### config.mk
export PLATFORM = sky130hd
export DESIGN_NAME = word_serializer
export DESIGN_NICKNAME = d
export VERILOG_FILES = /design/src/rtl/seq_pkg.sv /design/src/rtl/sync_fifo.sv /design/src/rtl/word_serializer.sv
export SDC_FILE = /design/constraint.sdc
export NUM_CORES = 1
export LEC_CHECK = 0
export ABC_AREA = 1
export CORE_MARGIN = 2
export CORE_UTILIZATION = 50
export CTS_CLUSTER_DIAMETER = 200
export CTS_CLUSTER_SIZE = 24
export DETAILED_ROUTE_END_ITERATION = 10
export GPL_ROUTABILITY_DRIVEN = 0
export GPL_TIMING_DRIVEN = 0
export PLACE_DENSITY = 0.77
export SYNTH_ARGS = -nofsm -noshare
export SYNTH_HDL_FRONTEND = slang
export SYNTH_HIERARCHICAL = 1
export SYNTH_SLANG_ARGS = --single-unit
### constraint.sdc
create_clock -name clk -period 4.8 [get_ports clk]
set_clock_uncertainty 0.05 [all_clocks]
set_input_delay 1.44 -clock clk [delete_from_list [all_inputs] [get_ports clk]]
set_output_delay 1.44 -clock clk [all_outputs]
set_load 0.02 [all_outputs]
### src/rtl/seq_pkg.sv
// rtl/seq_pkg.sv - shared types and defaults for the serializer and its downstream detector
package seq_pkg;

  // Serializer FSM: IDLE = shifter empty, SHIFT = shifter holds a word.
  typedef enum logic {
    IDLE  = 1'b0,
    SHIFT = 1'b1
  } ser_state_e;

  localparam int DEF_WIDTH = 8;
  localparam int DEF_DEPTH = 4;

  // State encodings of the downstream sequence detector.
  typedef enum logic [1:0] {
    S0 = 2'd0,
    S1 = 2'd1,
    S2 = 2'd2,
    S3 = 2'd3
  } det_state_e;

endpackage

### src/rtl/sync_fifo.sv
// rtl/sync_fifo.sv - single-clock word FIFO with registered count
// Ports:
//   clk, reset_n    : clock, asynchronous active-low reset
//   push, wdata     : write request and data (ignored when full)
//   pop, rdata      : read request (ignored when empty); rdata shows the head word
//   full, empty     : flags decoded from the registered count
//   count           : number of stored words, clog2(DEPTH)+1 bits
module sync_fifo
  import seq_pkg::*;
#(
  parameter int WIDTH = DEF_WIDTH,
  parameter int DEPTH = DEF_DEPTH
) (
  input  logic                     clk,
  input  logic                     reset_n,
  input  logic                     push,
  input  logic                     pop,
  input  logic [WIDTH-1:0]         wdata,
  output logic [WIDTH-1:0]         rdata,
  output logic                     full,
  output logic                     empty,
  output logic [$clog2(DEPTH):0]   count
);

  localparam int PTR_W = $clog2(DEPTH);
  localparam int CNT_W = PTR_W + 1;

  logic [WIDTH-1:0] mem_q [DEPTH];
  logic [PTR_W-1:0] wr_ptr_q, wr_ptr_d;
  logic [PTR_W-1:0] rd_ptr_q, rd_ptr_d;
  logic [CNT_W-1:0] count_q, count_d;
  logic             do_push, do_pop;

  assign full    = (count_q == CNT_W'(DEPTH));
  assign empty   = (count_q == '0);
  assign count   = count_q;
  assign rdata   = mem_q[rd_ptr_q];
  assign do_push = push & ~full;
  assign do_pop  = pop & ~empty;

  // Pointers are exactly PTR_W bits wide, so +1 wraps modulo DEPTH.
  always_comb begin
    wr_ptr_d = wr_ptr_q;
    rd_ptr_d = rd_ptr_q;
    count_d  = count_q;
    if (do_push) wr_ptr_d = wr_ptr_q + PTR_W'(1);
    if (do_pop)  rd_ptr_d = rd_ptr_q + PTR_W'(1);
    case ({do_push, do_pop})
      2'b10:   count_d = count_q + CNT_W'(1);
      2'b01:   count_d = count_q - CNT_W'(1);
      default: count_d = count_q;
    endcase
  end

  always_ff @(posedge clk or negedge reset_n) begin
    if (!reset_n) begin
      wr_ptr_q <= '0;
      rd_ptr_q <= '0;
      count_q  <= '0;
    end else begin
      wr_ptr_q <= wr_ptr_d;
      rd_ptr_q <= rd_ptr_d;
      count_q  <= count_d;
    end
  end

  // Storage needs no reset: a slot is only read after it has been written.
  always_ff @(posedge clk) begin
    if (do_push) mem_q[wr_ptr_q] <= wdata;
  end

endmodule

### src/rtl/word_serializer.sv
// rtl/word_serializer.sv - buffers parallel words and shifts them out one bit per cycle
// Ports:
//   clk, reset_n       : clock, asynchronous active-low reset
//   in_data, in_valid  : parallel word input, accepted when in_valid & in_ready
//   in_ready           : FIFO has room (from registered count)
//   x, x_valid         : serial bit and its qualifier
//   busy               : FIFO non-empty or shifter active
module word_serializer
  import seq_pkg::*;
#(
  parameter int WIDTH     = DEF_WIDTH,
  parameter int DEPTH     = DEF_DEPTH,
  parameter int MSB_FIRST = 1
) (
  input  logic             clk,
  input  logic             reset_n,
  input  logic [WIDTH-1:0] in_data,
  input  logic             in_valid,
  output logic             in_ready,
  output logic             x,
  output logic             x_valid,
  output logic             busy
);

  localparam int                 CNT_W    = $clog2(WIDTH);
  localparam int                 FCNT_W   = $clog2(DEPTH) + 1;
  localparam logic [CNT_W-1:0]   LAST_BIT = CNT_W'(WIDTH - 1);

  ser_state_e        state_q, state_d;
  logic [WIDTH-1:0]  shreg_q, shreg_d;
  logic [CNT_W-1:0]  bit_cnt_q, bit_cnt_d;

  logic              fifo_push, fifo_pop;
  logic              fifo_full, fifo_empty;
  logic [WIDTH-1:0]  fifo_rdata;
  logic [FCNT_W-1:0] fifo_count;
  logic              last_bit;
  logic              head_bit;

  assign in_ready  = ~fifo_full;
  assign fifo_push = in_valid & in_ready;

  sync_fifo #(
    .WIDTH (WIDTH),
    .DEPTH (DEPTH)
  ) u_fifo (
    .clk     (clk),
    .reset_n (reset_n),
    .push    (fifo_push),
    .pop     (fifo_pop),
    .wdata   (in_data),
    .rdata   (fifo_rdata),
    .full    (fifo_full),
    .empty   (fifo_empty),
    .count   (fifo_count)
  );

  // The pop decision uses only registered state, so a word written into an
  // empty FIFO is not visible to the shifter until the following edge.
  assign last_bit = (state_q == SHIFT) && (bit_cnt_q == LAST_BIT);
  assign fifo_pop = ~fifo_empty && ((state_q == IDLE) || last_bit);

  always_comb begin
    state_d   = state_q;
    shreg_d   = shreg_q;
    bit_cnt_d = bit_cnt_q;
    if (fifo_pop) begin
      // Reload straight after the last bit keeps words back-to-back.
      state_d   = SHIFT;
      shreg_d   = fifo_rdata;
      bit_cnt_d = '0;
    end else if (state_q == SHIFT) begin
      if (last_bit) begin
        state_d   = IDLE;
        shreg_d   = '0;
        bit_cnt_d = '0;
      end else begin
        shreg_d   = (MSB_FIRST != 0) ? {shreg_q[WIDTH-2:0], 1'b0}
                                     : {1'b0, shreg_q[WIDTH-1:1]};
        bit_cnt_d = bit_cnt_q + CNT_W'(1);
      end
    end
  end

  always_ff @(posedge clk or negedge reset_n) begin
    if (!reset_n) begin
      state_q   <= IDLE;
      shreg_q   <= '0;
      bit_cnt_q <= '0;
    end else begin
      state_q   <= state_d;
      shreg_q   <= shreg_d;
      bit_cnt_q <= bit_cnt_d;
    end
  end

  assign head_bit = (MSB_FIRST != 0) ? shreg_q[WIDTH-1] : shreg_q[0];
  assign x_valid  = (state_q == SHIFT);
  assign x        = x_valid & head_bit;
  assign busy     = (fifo_count != '0) || (state_q == SHIFT);

endmodule

==> metrics.cfg <==
[routing]
firstDrtPassIters = 4
routed_wirelength_mm = 4.08
detail-route-antenna-nets = 0
drc = 0
vias_per_cell = 5.05
num_vias = 1590
routedWlPerCell_um = 13.0
drt_iter0_markers = 133

[yosys]
synth_area_sq_um = 2420
synth-seq-area-share_pct = 59.4
netlist.area_leader.share_pct = 39.7
syn_avg_cell_area_sq_um = 10.1
yosysTopAreaCell = edfxtp_1
ys_ff_latch = 51
synth_nets = 258
yosysMostFrequentCell = nand2_1
ys_types = 22
syn_inst = 239
synth-edff-count = 32
synthArstFlopShare_pct = 37.3
ys_warn_count = 6
ys_top_cells_by_count = 56 x nand2_1, 43 x inv_1, 32 x edfxtp_1
ys_top_cells_by_area = edfxtp_1 40%, dfrtp_1 20%, nand2_1 8.7%
synth_top_flop_cell = edfxtp_1

[final_layout]
drive_gt1_share_pct = 11.1
antennaDiodeCount = 0
final_area_sq_um = 2740
syn2layout_area_growth_pct = 13.2
fin_cells = 315
fin_nets = 279

[hold_path]
hold_depth = 2
min_path_type = reg -> reg
worstHoldStart = shreg_q[0]$_DFFE_PN0P_
min_to = shreg_q[0]$_DFFE_PN0P_

[global_routing]
antenna_found_initial = 0
grt_start_max_net_pins = 20
grt.overflow.total = 0
grt_pass1_vias = 1459
grt_pass1_wl_mm = 6.86
grtUsageTotal_pct = 17.1

[clocking]
clk_pin_slew_worst_paths_ps = 90
cts_tree = done
clk_latency_ps = 300
cts_buffer_depth = 2
postCtsSetupRepairBufs = 0
clock-root-buffer = clkbuf_8
hold_buffers = 0
cts.sinks = 51
ctsResizeCount = 0
cts_inserted_buffers = 5
htreeDepth = 2

[setup_path]
critical_path_class = reg -> out
critPathLaunchType = flip-flop
cp_max_fo = 4
cp.arrival_ps = 1690
r2r_setup_slack_ps = 2400
cp-end-kind = output pin
reg2reg_depth = 12
timing.rr.start = bit_cnt_q[0]$_DFFE_PN0P_
required_ps = 3310
timing.rr.end = u_fifo/count[1]$_DFFE_PN0P_

[sta]
rsz0062_at_grt = false
setup_tns_ps = 0
hold_violations = 0
setup_viol = 0
worst_pin_slew_ps = 860
fin_ws_ps = 1620
finalMaxSlewViolations = 0
fin_crit_sh_pct = 66.2
fmax_ghz = 0.315
worst_slew_margin_rel_pct = 42.5
period_needed_ps = 3180

[floorplan]
initial_core_util_pct = 51.6
fp.dieH_um = 73.6
ios = 15
dieArea_sq_um = 5410
num_rows = 25
core_area_sq_um = 4690
die_width_um = 73.6

[pwr]
p_per_area_nw_per_um2 = 564
p_leak_nw = 1.29
irDropWorstVdd_uv = 224

[outcome]
status = finished, final reports clean

[flow_run]
cap_violations = 0

[place]
dpl-instance-area_sq_um = 2630
dp.cells = 307
dpl.hpwl_mm = 2.80
port_buffers = 14
place_ws_ps = 1400

## layer usage
metal	vias to the layer above	part of all wire [%]	track usage (%)
li1	809	-	-
met2	21	47	26.5
met1	754	49	23.7
met4	0	1.5	5.45
met3	6	3.0	4.53
met5	-	0	0
## how the worst max path moves through the flow
stage                                start                           end  slack (ps)  cells after the start
4_1_cts        u_fifo/count[0]$_DFFE_PN0P_                      in_ready        1620                      5
3_5_place_dp                      in_valid  u_fifo/mem_q[2][1]$_DFFE_PP_        1400                      5
6_report       u_fifo/count[0]$_DFFE_PN0P_                      in_ready        1620                      5
5_1_grt        u_fifo/count[0]$_DFFE_PN0P_                      in_ready        1520                      5
2_1_floorplan                     in_valid   u_fifo/count[1]$_DFFE_PN0P_        2070                      7
3_3_place_gp                      in_valid  u_fifo/mem_q[2][1]$_DFFE_PP_        1440                      5
## worst max-delay path, stage by stage, from the launching register on
cell and delay (ps):
dfrtp_1 420, inv_1 160, nand3_2 150, inv_1 100, inv_1 40, clkdlybuf4s50_1 520
## flip-flops by register name, indices dropped and copies added (netlist names)
signal           count
u_fifo/rd_ptr_q      2
u_fifo/mem_q        32
u_fifo/count         3
u_fifo/wr_ptr_q      2
bit_cnt_q            3
x_valid              1
shreg_q              8
## layout by cell type (no fill, tap or decap)
cell              n
a21oi_1           5
a21oi_2           2
buf_4             1
buf_6             4
bufinv_16         1
clkbuf_8          6
clkdlybuf4s50_1  14
clkinv_1          1
dfrtp_1          19
edfxtp_1         32
fa_1              1
ha_1              7
inv_1            43
inv_2             6
inv_6             1
nand2_1          56
nand2_2           3
nand2_4           3
nand3_1          21
nand3_2           2
nand4_1           1
nor2_1           12
nor3_1            1
o211ai_1         16
o21ai_0           2
xnor2_1           1
## final cells by class
class                           instances  area, sq um
Timing Repair Buffer                   14          140
Clock inverter                          3         42.5
Clock buffer                            5         68.8
Sequential cell                        51         1440
Tap cell                               54         67.6
Inverter                               49          184
Buffer                                  6         66.3
Fill cell                             407         1950
Multi-Input combinational cell        133          733
## cells by family after synthesis
| family | share of synthesized area [%] |
|---|---|
| simple gates | 18.4 |
| buf+inv | 10.3 |
| flops | 59.4 |
| compound gates | 7.14 |
| fa+ha+maj | 4.45 |
| xor+xnor | 0.362 |
## stage by stage
stage	utilization (%)	power, mW	hold WS, ps
floorplan	-	1.10	398
global placement	56.0	1.23	412
detailed placement	56.0	1.26	428
CTS	58.4	1.55	449
global route	58.4	1.66	488
finish	58.4	1.55	460
## power by group
| group | switching (mW) | total [mW] | internal, mW |
|---|---|---|---|
| registers | 0.0599 | 0.658 | 0.598 |
| logic | 0.367 | 0.588 | 0.221 |
| clock network | 0.145 | 0.300 | 0.156 |
Power figures use the tool's default switching activity.
